## config.mk

```make
export PLATFORM = sky130hd
export DESIGN_NAME = wr_dest_tracker_flat
export DESIGN_NICKNAME = d
export VERILOG_FILES = /design/src/rtl/wr_dest_pkg.sv /design/src/rtl/wr_dest_tracker_if.sv /design/src/rtl/wr_dest_fifo.sv /design/src/rtl/wr_dest_tracker.sv /design/src/flat_wrapper.sv
export SDC_FILE = /design/constraint.sdc
export NUM_CORES = 1
export LEC_CHECK = 0
export CAP_MARGIN = 20
export CORE_ASPECT_RATIO = 1.4
export CORE_UTILIZATION = 48
export DETAILED_ROUTE_END_ITERATION = 8
export MAX_ROUTING_LAYER = met4
export PLACE_DENSITY = 0.78
export REMOVE_ABC_BUFFERS = 1
export SLEW_MARGIN = 10
export SYNTH_ARGS = -nofsm -noshare
export SYNTH_HDL_FRONTEND = slang
export SYNTH_HIERARCHICAL = 1
export SYNTH_SLANG_ARGS = --single-unit
```

## constraint.sdc

```tcl
create_clock -name clk -period 2.15 [get_ports clk]
set_input_delay 0.215 -clock clk [delete_from_list [all_inputs] [get_ports clk]]
set_output_delay 0.215 -clock clk [all_outputs]
set_load 0.1 [all_outputs]
```

## src/rtl/wr_dest_pkg.sv

```systemverilog
// Shared constants for the write-destination tracker: selector encodings and
// default register numbers / sizes.
package wr_dest_pkg;

    typedef enum logic [1:0] {
        SRC_RT = 2'd0,
        SRC_SP = 2'd1,
        SRC_RA = 2'd2,
        SRC_RD = 2'd3
    } src_sel_e;

    localparam int DEF_ADDR_W = 5;
    localparam int DEF_DEPTH  = 4;
    localparam int DEF_SP_REG = 29;
    localparam int DEF_RA_REG = 31;

    function automatic int cnt_width(input int depth);
        return $clog2(depth) + 1;
    endfunction

endpackage

```

## src/rtl/wr_dest_tracker_if.sv

```systemverilog
// Issue/writeback/hazard bundle of the write-destination tracker.
interface wr_dest_tracker_if
    import wr_dest_pkg::*;
#(
    parameter int ADDR_W = DEF_ADDR_W,
    parameter int DEPTH  = DEF_DEPTH
);
    localparam int CNT_W = cnt_width(DEPTH);

    logic [1:0]        selector;
    logic [ADDR_W-1:0] rt_addr;
    logic [ADDR_W-1:0] rd_addr;
    logic              push;
    logic              push_ready;
    logic              wb_done;
    logic [ADDR_W-1:0] dest_addr;
    logic              dest_valid;
    logic [ADDR_W-1:0] rs_q;
    logic [ADDR_W-1:0] rt_q;
    logic              hazard_rs;
    logic              hazard_rt;
    logic [CNT_W-1:0]  count;

    modport slave (
        input  selector, rt_addr, rd_addr, push, wb_done, rs_q, rt_q,
        output push_ready, dest_addr, dest_valid, hazard_rs, hazard_rt, count
    );

    modport master (
        output selector, rt_addr, rd_addr, push, wb_done, rs_q, rt_q,
        input  push_ready, dest_addr, dest_valid, hazard_rs, hazard_rt, count
    );

endinterface

```

## src/rtl/wr_dest_fifo.sv

```systemverilog
// Circular buffer of pending destinations with per-entry valid bits; all
// entries are exposed so the parent can compare against every one of them.
module wr_dest_fifo #(
    parameter  int ADDR_W = 5,
    parameter  int DEPTH  = 4,
    localparam int PTR_W  = $clog2(DEPTH),
    localparam int CNT_W  = PTR_W + 1
) (
    input  logic                         clk,
    input  logic                         reset,
    input  logic                         i_push,
    input  logic [ADDR_W-1:0]            i_data,
    input  logic                         i_pop,
    output logic [DEPTH-1:0][ADDR_W-1:0] o_mem,
    output logic [DEPTH-1:0]             o_valid,
    output logic [PTR_W-1:0]             o_head,
    output logic [CNT_W-1:0]             o_count
);

    logic [DEPTH-1:0][ADDR_W-1:0] r_mem;
    logic [DEPTH-1:0]             r_valid;
    logic [PTR_W-1:0]             r_head;
    logic [PTR_W-1:0]             r_tail;
    logic [CNT_W-1:0]             r_count;

    // When full, head==tail on a push+pop; the push's valid set is written
    // last so the refilled slot stays valid.
    always_ff @(posedge clk or negedge reset) begin
        if (!reset) begin
            r_mem   <= '0;
            r_valid <= '0;
            r_head  <= '0;
            r_tail  <= '0;
            r_count <= '0;
        end else begin
            if (i_pop) begin
                r_valid[r_head] <= 1'b0;
                r_head          <= r_head + PTR_W'(1);
            end
            if (i_push) begin
                r_mem[r_tail]   <= i_data;
                r_valid[r_tail] <= 1'b1;
                r_tail          <= r_tail + PTR_W'(1);
            end
            case ({i_push, i_pop})
                2'b10:   r_count <= r_count + CNT_W'(1);
                2'b01:   r_count <= r_count - CNT_W'(1);
                default: r_count <= r_count;
            endcase
        end
    end

    assign o_mem   = r_mem;
    assign o_valid = r_valid;
    assign o_head  = r_head;
    assign o_count = r_count;

endmodule

```

## src/rtl/wr_dest_tracker.sv

```systemverilog
// Tracks destinations of in-flight register writes and flags RAW hazards.
// Optional WR_DEST_BYPASS_EN: head entry ignored for hazards while it retires.
module wr_dest_tracker
    import wr_dest_pkg::*;
#(
    parameter int ADDR_W = DEF_ADDR_W,
    parameter int DEPTH  = DEF_DEPTH,
    parameter int SP_REG = DEF_SP_REG,
    parameter int RA_REG = DEF_RA_REG
) (
    input  logic               clk,
    input  logic               reset,
    wr_dest_tracker_if.slave   bus
);

    localparam int PTR_W = $clog2(DEPTH);
    localparam int CNT_W = cnt_width(DEPTH);

    logic [ADDR_W-1:0]            w_dest_sel;
    logic                         w_push_ready;
    logic                         w_push_acc;
    logic                         w_pop;
    logic [DEPTH-1:0][ADDR_W-1:0] w_mem;
    logic [DEPTH-1:0]             w_valid;
    logic [PTR_W-1:0]             w_head;
    logic [CNT_W-1:0]             w_count;
    logic                         w_head_valid;
    logic [DEPTH-1:0]             w_cmp_en;
    logic [DEPTH-1:0]             w_hit_rs;
    logic [DEPTH-1:0]             w_hit_rt;

    always_comb begin
        w_dest_sel = bus.rt_addr;
        case (src_sel_e'(bus.selector))
            SRC_RT:  w_dest_sel = bus.rt_addr;
            SRC_SP:  w_dest_sel = ADDR_W'(SP_REG);
            SRC_RA:  w_dest_sel = ADDR_W'(RA_REG);
            SRC_RD:  w_dest_sel = bus.rd_addr;
            default: w_dest_sel = bus.rt_addr;
        endcase
    end

    assign w_head_valid = w_valid[w_head];
    assign w_push_ready = (w_count < CNT_W'(DEPTH)) | bus.wb_done;
    assign w_push_acc   = bus.push & w_push_ready;
    assign w_pop        = bus.wb_done & w_head_valid;

    wr_dest_fifo #(
        .ADDR_W (ADDR_W),
        .DEPTH  (DEPTH)
    ) u_fifo (
        .clk     (clk),
        .reset   (reset),
        .i_push  (w_push_acc),
        .i_data  (w_dest_sel),
        .i_pop   (w_pop),
        .o_mem   (w_mem),
        .o_valid (w_valid),
        .o_head  (w_head),
        .o_count (w_count)
    );

    always_comb begin
        w_cmp_en = w_valid;
`ifdef WR_DEST_BYPASS_EN
        if (bus.wb_done) w_cmp_en[w_head] = 1'b0;
`endif
    end

    // Only registered entries take part; a same-cycle push is not yet stored.
    for (genvar i = 0; i < DEPTH; i++) begin : g_cmp
        assign w_hit_rs[i] = w_cmp_en[i] && (w_mem[i] == bus.rs_q);
        assign w_hit_rt[i] = w_cmp_en[i] && (w_mem[i] == bus.rt_q);
    end

    assign bus.hazard_rs  = (|w_hit_rs) && (bus.rs_q != '0);
    assign bus.hazard_rt  = (|w_hit_rt) && (bus.rt_q != '0);
    assign bus.push_ready = w_push_ready;
    assign bus.dest_valid = w_head_valid;
    assign bus.dest_addr  = w_head_valid ? w_mem[w_head] : '0;
    assign bus.count      = w_count;

endmodule

```

## src/flat_wrapper.sv

```systemverilog
// flat-port wrapper written by rule: the top's interface ports become plain ports
module wr_dest_tracker_flat import wr_dest_pkg::*;
#(
    parameter int ADDR_W = DEF_ADDR_W,
    parameter int DEPTH  = DEF_DEPTH,
    parameter int SP_REG = DEF_SP_REG,
    parameter int RA_REG = DEF_RA_REG
)
  (clk, reset, bus_selector, bus_rt_addr, bus_rd_addr, bus_push, bus_wb_done, bus_rs_q, bus_rt_q, bus_push_ready, bus_dest_addr, bus_dest_valid, bus_hazard_rs, bus_hazard_rt, bus_count);
  wr_dest_tracker_if #(.ADDR_W(ADDR_W), .DEPTH(DEPTH)) bus_i ();
  input  logic clk;
  input  logic reset;
  input wire logic [$bits(bus_i.selector)-1:0] bus_selector;
  input wire logic [$bits(bus_i.rt_addr)-1:0] bus_rt_addr;
  input wire logic [$bits(bus_i.rd_addr)-1:0] bus_rd_addr;
  input wire logic [$bits(bus_i.push)-1:0] bus_push;
  input wire logic [$bits(bus_i.wb_done)-1:0] bus_wb_done;
  input wire logic [$bits(bus_i.rs_q)-1:0] bus_rs_q;
  input wire logic [$bits(bus_i.rt_q)-1:0] bus_rt_q;
  output wire logic [$bits(bus_i.push_ready)-1:0] bus_push_ready;
  output wire logic [$bits(bus_i.dest_addr)-1:0] bus_dest_addr;
  output wire logic [$bits(bus_i.dest_valid)-1:0] bus_dest_valid;
  output wire logic [$bits(bus_i.hazard_rs)-1:0] bus_hazard_rs;
  output wire logic [$bits(bus_i.hazard_rt)-1:0] bus_hazard_rt;
  output wire logic [$bits(bus_i.count)-1:0] bus_count;
  assign bus_i.selector = bus_selector;
  assign bus_i.rt_addr = bus_rt_addr;
  assign bus_i.rd_addr = bus_rd_addr;
  assign bus_i.push = bus_push;
  assign bus_i.wb_done = bus_wb_done;
  assign bus_i.rs_q = bus_rs_q;
  assign bus_i.rt_q = bus_rt_q;
  assign bus_push_ready = bus_i.push_ready;
  assign bus_dest_addr = bus_i.dest_addr;
  assign bus_dest_valid = bus_i.dest_valid;
  assign bus_hazard_rs = bus_i.hazard_rs;
  assign bus_hazard_rt = bus_i.hazard_rt;
  assign bus_count = bus_i.count;
  wr_dest_tracker #(.ADDR_W(ADDR_W), .DEPTH(DEPTH), .SP_REG(SP_REG), .RA_REG(RA_REG)) u_core (.clk(clk), .reset(reset), .bus(bus_i));
endmodule
```

==> summary.md <==
| Metric | Value |
|---|---|
| CTS root buffer | `clkbuf_8` |
| Worst skew pair latency | `0.28 ns` |
| Seq/Total Area, Yosys | `35.8%` |
| Period utilization | `97.7%` |
| Commonest non-fill, non-tap cell in the layout | `xor2_1` |
| Initial antenna violation count | `0` |
| WS Path Type | `reg2reg` |
| Die footprint | `4790 um2` |
| Worst-path clk slew | `0.07 ns` |
| Global-route total usage across every layer | `23.0%` |
| Mapped Cells | `195` |
| Met1 Use GR | `27.8%` |
| Drt pass-1 iters | `4` |
| Max cap viols | `0` |
| Syn_area_per_cell | `11.1 um2` |
| # clock sinks | `31` |
| Routed WL per cell | `15.6 um` |
| Critical Path RT | `2.36 ns` |
| Synth Flop Type | `dfrtp_1` |
| Number of synthesis warnings | `6` |
| DR iter-0 viols | `63` |
| Vias in the first global route | `1648` |
| Fmax achieved | `476 MHz` |
| ANT nets after route | `0` |
| Worst Hold Class | `in2async` |
| Fraction of layout cells with a size suffix above 1 | `32.1%` |
| Fin nets | `278` |
| Final WL | `4.72 mm` |
| First-pass GRT wire length | `7.80 mm` |
| Ant diodes | `0` |
| Area growth from synthesis to layout | `33.5%` |
| Setup-failing EPs final | `0` |
| Met3 Use GR | `3.31%` |
| Clock Skew | `0.00564 ns` |
| Vias per inst | `5.33` |
| CP Capture Type | `register` |
| Effective utilization at floorplan | `50.7%` |
| # IOs | `38` |
| CTS tree | `built` |
| Worst EP arrival | `2.31 ns` |
| Worst Setup Start Kind | `register` |
| Final Wtd Congestion | `0.853` |
| Status | `finished, final reports clean` |
| Commonest cells after routing, fill and taps aside | `xor2_1, dfrtp_1, clkdlybuf4s50_1` |
| Final min period | `2.10 ns` |
| Seq cells post-synth | `31` |
| EDFF count, synth | `0` |
| Port Buffer Count | `37` |
| Unrepaired setup endpoints after global routing | `true` |
| Cts hold-fix bufs | `0` |
| Die Wd | `58.8 um` |
| Final routed DRC violation total | `0` |
| Via count | `1614` |
| TritonCTS Buffers | `5` |
| Core area | `4270 um2` |
| Crit-path max FO | `3` |
| Die Y | `81.5 um` |
| Unique masters post-synth | `29` |
| Largest net degree at the start of global routing | `32` |
| Final Slew Violations | `0` |
| Clock buffer depth | `2` |
| Rel. slew slack | `72.4%` |
| CTS H-tree depth | `2` |
| Placed wire-length estimate | `3.62 mm` |
| Post-Syn Area | `2170 um2` |
| Most Crowded Layer GR | `met2` |
| Row count | `28` |
| Hold Violations, Final | `0` |
| Worst Tran Pin Value | `0.409 ns` |
| M2 GR Usage | `37.4%` |
| Final core utilization | `67.7%` |
| Async set-reset flop share out of synthesis | `100%` |
| Grt ovf | `0` |
## worst max-delay path, cell delays in order (launching register included)
cell     delay [ns]
dfrtp_1        0.42
mux2_4         0.32
o21ai_4        0.14
inv_2          0.06
and2_4         0.16
ha_4           0.17
fa_2           0.35
xnor2_2        0.14
nor2_1         0.13
xor2_1         0.14
## worst paths after layout
kind | start | slack [ns] | cells past startpoint | to
setup / recovery | u_core/u_fifo/o_head[1] | 0.05 | 9 | u_core/u_fifo/o_count[2]
hold / removal | reset | 0.32 | 2 | u_core/u_fifo/o_count[0]
setup reg to reg | u_core/u_fifo/o_head[1] | 0.05 | 9 | u_core/u_fifo/o_count[2]
hold reg to reg | u_core/u_fifo/o_count[2] | 0.51 | 1 | u_core/u_fifo/o_count[2]
max in group asynchronous | reset | 1.54 | 2 | u_core/u_fifo/o_mem[19]
min in group clk | u_core/u_fifo/o_count[2] | 0.51 | 1 | u_core/u_fifo/o_count[2]
## state kept, by name (all words and copies together) (netlist names)
| register | count |
|---|---|
| u_core/u_fifo/o_mem | 20 |
| u_core/u_fifo/o_valid | 4 |
| u_core/u_fifo/o_count | 3 |
| u_core/u_fifo/o_head | 2 |
| u_core/u_fifo/r_tail | 2 |
## cell usage after synthesis (all sizes together) (2+ instances only)
master | n | area, um2
and2 | 2 | 12.5
buf | 13 | 96.3
dfrtp | 31 | 776
ha | 9 | 113
inv | 6 | 22.5
mux2 | 22 | 251
mux4 | 5 | 113
nand2 | 21 | 109
nand3 | 8 | 40.0
nand4 | 2 | 12.5
nor2 | 2 | 7.51
nor2b | 5 | 31.3
nor4 | 8 | 50.1
o21a | 2 | 15.0
o21ai | 4 | 31.3
o22a | 4 | 35.0
or4 | 2 | 15.0
xnor2 | 10 | 87.6
xor2 | 35 | 307
## metrics by stage
step | cells | hold slack [ns] | setup TNS, ns | area, um2 | setup WS, ns
floorplan | 182 | -0.0806 | -23.90 | 2070 | -1.26
global placement | 294 | 0.499 | 0 | 2710 | 0.0376
detailed placement | 294 | 0.506 | -0.0314 | 2710 | -0.0314
CTS | 302 | 0.326 | 0 | 2830 | 0.00852
global route | 303 | 0.356 | -0.0200 | 2890 | -0.0200
finish | 303 | 0.315 | 0 | 2890 | 0.0488
## layer usage
metal / share of wire [%] / up-vias
met5: 0 / -
met4: 2.5 / 0
li1: - / 757
met3: 3.9 / 12
met1: 42 / 796
met2: 52 / 49
## timing repair
item	4_1_cts	5_1_grt
buffers inserted	0	1
resized for setup	1	11
setup endpoints to repair	1	4
pin swaps	0	3
## logic make-up (layout without fill, tap and decap cells)
logic type               after synthesis  count (layout)  share of synthesized area (%)
buffers and inverters                 19              67                           5.48
XOR/XNOR                              45              45                           18.2
AO/OA/AOI/OAI                         10              10                           3.75
flip-flops                            31              31                           35.8
AND/OR/NAND/NOR                       52              52                           13.4
multiplexers                          28              28                           17.3
adder cells (fa/ha/maj)               10              10                           6.12
## final cells by class
class	count	area (um2)
Tap cell	60	75.1
Multi-Input combinational cell	145	1320
Inverter	6	22.5
Clock inverter	2	35.0
Timing Repair Buffer	53	581
Fill cell	330	1380
Sequential cell	31	776
Clock buffer	6	82.6
Power is left out: the tool's default activity adds up to more than one toggle a clock period on the data nets, which glitch-free logic cannot reach.
